$ cat src/rtl/snake_move_ctrl.sv
// Snake head movement controller: synchronizes VGA vsync and buttons, paces head steps
// by frame count, and runs an IDLE/RUN/OVER game FSM with wall collision detection.
module snake_move_ctrl #(
  parameter int GRID_W      = 64,
  parameter int GRID_H      = 48,
  parameter int STEP_FRAMES = 6,
  parameter int START_X     = 32,
  parameter int START_Y     = 24
) (
  input  logic       iCLK,
  input  logic       iRST_N,
  input  logic       iV_SYNC,
  input  logic       iUpButton,
  input  logic       iDownButton,
  input  logic       iLeftButton,
  input  logic       iRightButton,
  input  logic       iStart,
  output logic [5:0] oHead_X,
  output logic [5:0] oHead_Y,
  output logic [1:0] oDir,
  output logic       oMove_Pulse,
  output logic       oGame_Over,
  output logic [1:0] oState
);

  typedef enum logic [1:0] {
    ST_IDLE = 2'd0,
    ST_RUN  = 2'd1,
    ST_OVER = 2'd2
  } state_t;

  localparam logic [1:0] DIR_UP    = 2'd0;
  localparam logic [1:0] DIR_DOWN  = 2'd1;
  localparam logic [1:0] DIR_LEFT  = 2'd2;
  localparam logic [1:0] DIR_RIGHT = 2'd3;

  localparam logic [5:0] START_X_C = 6'(START_X);
  localparam logic [5:0] START_Y_C = 6'(START_Y);
  localparam logic [5:0] X_MAX     = 6'(GRID_W - 1);
  localparam logic [5:0] Y_MAX     = 6'(GRID_H - 1);
  localparam logic [5:0] STEP_LAST = 6'(STEP_FRAMES - 1);

  // Bit 4 is vsync, bits 3..0 are up/down/left/right.
  logic [4:0] sync1_q, sync1_d;
  logic [4:0] sync2_q, sync2_d;
  logic       vs_prev_q, vs_prev_d;

  state_t     state_q, state_d;
  logic [5:0] head_x_q, head_x_d;
  logic [5:0] head_y_q, head_y_d;
  logic [1:0] dir_q, dir_d;
  logic [1:0] pend_q, pend_d;
  logic [5:0] frame_cnt_q, frame_cnt_d;
  logic       move_pulse_q, move_pulse_d;

  logic       frame_tick;
  logic       req_valid;
  logic [1:0] req_dir;
  logic       hit_wall;

  always_comb begin
    sync1_d    = {iV_SYNC, iUpButton, iDownButton, iLeftButton, iRightButton};
    sync2_d    = sync1_q;
    vs_prev_d  = sync2_q[4];
    frame_tick = sync2_q[4] & ~vs_prev_q;
  end

  // Highest-priority pressed button forms the request; a reversal of it is dropped, not demoted.
  always_comb begin
    req_valid = 1'b1;
    req_dir   = DIR_RIGHT;
    if (sync2_q[3])      req_dir = DIR_UP;
    else if (sync2_q[2]) req_dir = DIR_DOWN;
    else if (sync2_q[1]) req_dir = DIR_LEFT;
    else if (sync2_q[0]) req_dir = DIR_RIGHT;
    else                 req_valid = 1'b0;
  end

  always_comb begin
    hit_wall = 1'b0;
    case (pend_q)
      DIR_UP:    hit_wall = (head_y_q == 6'd0);
      DIR_DOWN:  hit_wall = (head_y_q == Y_MAX);
      DIR_LEFT:  hit_wall = (head_x_q == 6'd0);
      default:   hit_wall = (head_x_q == X_MAX);
    endcase
  end

  always_comb begin
    state_d      = state_q;
    head_x_d     = head_x_q;
    head_y_d     = head_y_q;
    dir_d        = dir_q;
    pend_d       = pend_q;
    frame_cnt_d  = frame_cnt_q;
    move_pulse_d = 1'b0;
    case (state_q)
      ST_IDLE, ST_OVER: begin
        if (iStart) begin
          state_d     = ST_RUN;
          head_x_d    = START_X_C;
          head_y_d    = START_Y_C;
          dir_d       = DIR_RIGHT;
          pend_d      = DIR_RIGHT;
          frame_cnt_d = 6'd0;
        end
      end
      ST_RUN: begin
        if (req_valid && (req_dir != {dir_q[1], ~dir_q[0]})) pend_d = req_dir;
        // The step uses the pending direction from before this cycle's button sample.
        if (frame_tick) begin
          if (frame_cnt_q == STEP_LAST) begin
            frame_cnt_d = 6'd0;
            dir_d       = pend_q;
            if (hit_wall) begin
              state_d = ST_OVER;
            end else begin
              move_pulse_d = 1'b1;
              case (pend_q)
                DIR_UP:   head_y_d = head_y_q - 6'd1;
                DIR_DOWN: head_y_d = head_y_q + 6'd1;
                DIR_LEFT: head_x_d = head_x_q - 6'd1;
                default:  head_x_d = head_x_q + 6'd1;
              endcase
            end
          end else begin
            frame_cnt_d = frame_cnt_q + 6'd1;
          end
        end
      end
      default: state_d = ST_IDLE;
    endcase
  end

  always_ff @(posedge iCLK or negedge iRST_N) begin
    if (!iRST_N) begin
      sync1_q      <= '0;
      sync2_q      <= '0;
      vs_prev_q    <= 1'b0;
      state_q      <= ST_IDLE;
      head_x_q     <= START_X_C;
      head_y_q     <= START_Y_C;
      dir_q        <= DIR_RIGHT;
      pend_q       <= DIR_RIGHT;
      frame_cnt_q  <= 6'd0;
      move_pulse_q <= 1'b0;
    end else begin
      sync1_q      <= sync1_d;
      sync2_q      <= sync2_d;
      vs_prev_q    <= vs_prev_d;
      state_q      <= state_d;
      head_x_q     <= head_x_d;
      head_y_q     <= head_y_d;
      dir_q        <= dir_d;
      pend_q       <= pend_d;
      frame_cnt_q  <= frame_cnt_d;
      move_pulse_q <= move_pulse_d;
    end
  end

  assign oHead_X     = head_x_q;
  assign oHead_Y     = head_y_q;
  assign oDir        = dir_q;
  assign oMove_Pulse = move_pulse_q;
  assign oState      = state_q;
  assign oGame_Over  = (state_q == ST_OVER);

endmodule

$ cat config.mk
export PLATFORM = sky130hd
export DESIGN_NAME = snake_move_ctrl
export DESIGN_NICKNAME = d
export VERILOG_FILES = /design/src/rtl/snake_move_ctrl.sv
export SDC_FILE = /design/constraint.sdc
export NUM_CORES = 1
export LEC_CHECK = 0
export ABC_AREA = 1
export CAP_MARGIN = 20
export CORE_AREA = 2 2 77 79
export DETAILED_ROUTE_END_ITERATION = 10
export DIE_AREA = 0 0 79 81
export SLEW_MARGIN = 20
export SYNTH_ARGS = -nofsm -noshare
export SYNTH_HDL_FRONTEND = slang
export SYNTH_SLANG_ARGS = --single-unit
export TNS_END_PERCENT = 5
$ cat constraint.sdc
create_clock -name iCLK -period 2.4 [get_ports iCLK]
set_input_delay 0.6 -clock iCLK [delete_from_list [all_inputs] [get_ports iCLK]]
set_output_delay 0.6 -clock iCLK [all_outputs]
set_load 0.05 [all_outputs]
* Yosys cells after proc, flatten, opt, wreduce, memory -nomap -nowiden
Index checks and enable logic that the tools add are counted.
Storage, ports and cells: ROM bits 0, word-level logic and storage cells 87, memory bits (writable) 0, flip-flop bits (word level) 36, latch bits 0, memories kept 0, input port bits 8, output and inout port bits 18
Operators by class: multipliers 0, equal/unequal tests 16, shift operators 0, reduce and logical (&&, ||, !) cells 14, div/mod/pow operators 0, bitwise logic cells 3, add/subtract/negate cells 5, muxes and demuxes 39, $lt $le $gt $ge 0
Operators by type and width (number):
- two-way mux 6 bit | 11
- one-hot mux 6 bit (2 select lines) | 5
- two-way mux 2 bit | 10
- adder 6 x 1 -> 6 bit, second input constant | 3
- inequality test 2 bit, second input constant | 7
- == test 6 bit, second input constant | 2
- zero test 6 bit | 2
- one-hot mux 2 bit (2 select lines) | 3
- AND reduction 6 bit | 2
- subtractor 6 x 1 -> 6 bit, second input constant | 2
- two-way mux 1 bit | 9
- AND reduction 4 bit | 2
- == test 6 x 3 -> 1 bit, second input constant | 1
- AND reduction 3 bit | 2
- == test 2 x 1 -> 1 bit, second input constant | 2
- == test 2 bit, second input constant | 2
- zero test 2 bit | 2
- OR reduction 2 bit | 2
- inequality test 3 bit, second input constant | 1
- one-hot mux 1 bit (3 select lines) | 1
- inequality test 2 bit | 1
- inverter 1 bit | 2
- nonzero test 2 bit | 1
- AND 1 bit | 1
- logical AND 1 bit | 1

* Logic depth before layout (Yosys ltp)
depth after elaboration 7, depth in mapped cells 12, depth with buffers taken out 12

* Worst setup path after synthesis
No wires, ideal clock.
path kind register -> output, start register state_q[1] (netlist: oState[1]), end output oGame_Over, cell stages (with the launch flop) 3, arrival time 1.455 ns, data required time 1.800 ns, path buffers 0, path slack 0.345 ns, cell sequence dfrtp_1 -> inv_1 -> nor2_1
On the way: longest elaborated chain between the ends 1
RTL lines:
- from (decl) | RTL line 48 | state_t state_q, state_d;
- from (signal assigned) | RTL line 151 | state_q <= state_d;
- == test 2 bit | RTL line 166 | assign oGame_Over = (state_q == ST_OVER);
- to (decl) | RTL line 22 | output logic oGame_Over,
Every way passes these cells.

* Worst setup path in the final report
start register head_x_q[5] (netlist: oHead_X[5]), end output oHead_X[5]
RTL lines:
- from (decl) | RTL line 49 | logic [5:0] head_x_q, head_x_d;
- from (signal assigned) | RTL line 141 | head_x_q <= START_X_C;
- from (signal assigned) | RTL line 152 | head_x_q <= head_x_d;
- to (decl) | RTL line 18 | output logic [5:0] oHead_X,
No word-level cell between the ends.

==> flow_summary.json <==
{
  "status": "complete, no violations",
  "num_rows": 28,
  "clk_latency_ps": 280,
  "ys_top_cells_by_count": "87 x nand2_1, 37 x inv_1, 36 x nor2_1",
  "crit_family": "buffers and inverters",
  "yosys.area.top_type": "dfrtp_1",
  "synth_most_common_cell": "nand2_1",
  "criticalPathCategory": "flip-flop to output pin",
  "critPathMaxFanout": 6,
  "cts_sinks": 36,
  "io_buffers": 25,
  "yosysSeqAreaShare_pct": 42.7,
  "synth_top_area_share_pct": 34.1,
  "antenna_found_initial": 0,
  "worst_slew_pin_slew_ps": 789,
  "cp.arrival_ps": 1700,
  "grt_max_degree": 37,
  "drc": 0,
  "core-area_mm2": 0.00568,
  "fin_skew_ps": 3.94,
  "die_w_um": 79,
  "path_clk_slew_ps": 70,
  "overflow": 0,
  "cts_inserted_buffers": 5,
  "rsz0062_at_grt": "false",
  "avgSynthCellArea_um2": 7.52,
  "ys_ff_latch": 36,
  "h-tree-depth": 2,
  "post_cts_buffers": 0,
  "maxCapViolCount": 0,
  "finalHoldViolCount": 0,
  "routed_wl_um": 4370,
  "worstReg2RegStart": "pend_q[1]$_DFFE_PN1P_",
  "tns_ps": 0,
  "die_h_um": 81,
  "routed-via-count": 1781,
  "fin_crit_sh_pct": 95.7,
  "ant_nets": 0,
  "wl_per_cell_um": 11.2,
  "grt_pass1_vias": 1667,
  "worstHoldPathCells": 0,
  "fill_cells": 599,
  "io_pins": 26,
  "synthTopCellsByArea": "dfrtp_1 34%, nand2_1 15%, dfstp_2 8.6%",
  "drt_iter0_drc": 103,
  "critPathSlowestCell": "clkdlybuf4s50_1",
  "ir_worst_vdd_v": 0.000857,
  "diodes": 0,
  "hpwl_um": 3260,
  "r2r_cells": 12,
  "synth_ff_type": "dfrtp_1",
  "syn_inst": 283,
  "yosysUniqueCellTypes": 28,
  "cp-start-kind": "flip-flop",
  "synth.yosys.warnings": 0,
  "r2r_end": "oHead_Y[4]$_DFFE_PN1P_",
  "fin_util_pct": 45.4,
  "grt_pass1_wl_um": 7680,
  "p_per_area_mw_per_mm2": 1500,
  "regToRegSetupSlack_ps": 330,
  "grtUsageTotal_pct": 14.9,
  "hold_end": "sync2_q[1]$_DFF_PN0_",
  "setup_violations": 0,
  "cp_cell_sequence": "clkdlybuf4s50_1",
  "syn_nets": 303,
  "slew_viol_final": 0,
  "dr.pass1.iters": 4,
  "start_util_pct": 37.5,
  "period_needed_ps": 2300,
  "cts-root-buf": "clkbuf_8",
  "final_nets": 333,
  "critical_path_buf_inv_count": 1,
  "p_leak_nw": 1.36,
  "gp_congestion": 0.831,
  "cp_data_required_time_ps": 1800,
  "synth_edf_count": 0,
  "timing.fmax_mhz": 435,
  "min_from": "sync1_q[1]$_DFF_PN0_",
  "syn_area_mm2": 0.00213,
  "critPathMaxStageDelay_ps": 820,
  "cp-end-kind": "output pin",
  "hp-class": "flip-flop to flip-flop",
  "drive_gt1_share_pct": 9.87,
  "cts_tree": "built",
  "syn_to_final_growth_pct": 21.0,
  "cts_buffer_depth": 2,
  "dieArea_mm2": 0.00640,
  "routed_via_density": 4.58,
  "async_reset_ff_share_pct": 100,
  "slew_headroom_pct": 47.4
}
==> worst max path at each step <==
stage | startpoint | to | depth (start not counted) | slack [ps]
2_1_floorplan | oState[1]$_DFFE_PN0P_ | oGame_Over | 2 | 340
3_3_place_gp | iStart | oHead_Y[0]$_DFFE_PN0P_ | 8 | 290
3_5_place_dp | iStart | oHead_Y[0]$_DFFE_PN0P_ | 8 | 300
4_1_cts | oState[0]$_DFFE_PN0P_ | oGame_Over | 2 | 70
5_1_grt | pend_q[1]$_DFFE_PN1P_ | oHead_Y[4]$_DFFE_PN1P_ | 12 | 50
6_report | oHead_X[5]$_DFFE_PN1P_ | oHead_X[5] | 1 | 100
==> cells in the final DEF, fill, tap and decap left out <==
master and instances:
nand2_1 87, inv_1 37, nor2_1 36, dfrtp_1 29, nand3_1 27, clkdlybuf4s50_1 23
ha_1 10, o21ai_0 9, a21oi_1 9, dfstp_2 7, nand4_1 5, clkbuf_8 5
inv_2 3, or2_2 2, nand2_4 2, nand2_2 2, a21oi_4 2, o21bai_1 2
fa_1 2, buf_4 2, nor2_4 1, nor3_1 1, o21ai_4 1, o211ai_1 1
o22ai_1 1, nor3b_1 1, xor2_1 1, a21boi_0 1, clkinv_2 1, clkinvlp_4 1
bufinv_16 1, buf_2 1, dlymetal6s2s_1 1
==> power by group <==
group | switching [mW] | total [mW] | internal, mW | leakage (nW)
Clock | 0.216 | 0.523 | 0.307 | 0.0541
Combinational | 1.48 | 2.25 | 0.776 | 0.869
Sequential | 0.259 | 1.10 | 0.837 | 0.436
Total | 1.95 | 3.87 | 1.92 | 1.36
==> through the flow <==
step | cells | hold slack (ps) | power, mW | instance area (µm²) | worst slack, ps
after CTS | 389 | 354 | 3.91 | 2570 | 65.1
after floorplan | 283 | 304 | 2.75 | 2130 | 345
after global routing | 389 | 364 | 4.25 | 2580 | 45.7
after global placement | 381 | 333 | 3.35 | 2460 | 285
final | 389 | 350 | 3.87 | 2580 | 104
after detailed placement | 381 | 336 | 3.37 | 2460 | 298
==> state kept, by name, indices dropped and copies added (netlist names) <==
name,flops
pend_q,2
oHead_Y,6
oDir,2
sync1_q,5
frame_cnt_q,6
oState,2
oMove_Pulse,1
oHead_X,6
vs_prev_q,1
sync2_q,5
==> routing by layer <==
| metal | vias to the layer above | routed length [µm] | track usage, % |
|---|---|---|---|
| met4 | 0 | 18 | 4.14 |
| met2 | 30 | 2020 | 24.2 |
| met3 | 2 | 151 | 2.78 |
| met5 | - | 0 | 0 |
| met1 | 801 | 2180 | 20.5 |
| li1 | 948 | - | - |
==> kinds of logic (layout without fill, tap and decap cells) <==
group                    after synthesis  in the layout  share of synthesized area [%]
flip-flops                            36             36                           42.7
buffers and inverters                 44             75                           8.00
AO/OA/AOI/OAI                         26             26                           8.23
adder cells (fa/ha/maj)               12             12                           7.76
AND/OR/NAND/NOR                      164            164                           32.9
XOR/XNOR                               1              1                          0.412
==> what timing repair did <==
action	in CTS	in global routing
resized for setup	0	1
hold buffers	0	0
endpoints found under the setup margin	0	1
hold endpoints to repair	0	0
==> worst register-to-register path: stages, from the launching register on <==
cell	delay, ps
dfstp_2	580
inv_2	80
nand2_1	170
inv_1	90
fa_1	360
inv_1	80
nand2_1	60
a21boi_0	240
nor2_1	70
nand2_1	60
nand3_1	70
nand3_1	80
nand2_1	60
==> cell type report <==
type | instances | area (µm²) | share of cell area (%)
timing repair buffer | 27 | 263 | 10.2
clock buffer | 5 | 68.8 | 2.67
clock inverter | 3 | 42.5 | 1.65
sequential | 36 | 910 | 35.3
tap | 75 | 93.8 | 3.64
multi-input combinational | 203 | 1050 | 40.7
inverter | 40 | 150 | 5.83
Note: power is estimated with default switching activity, not from simulation.
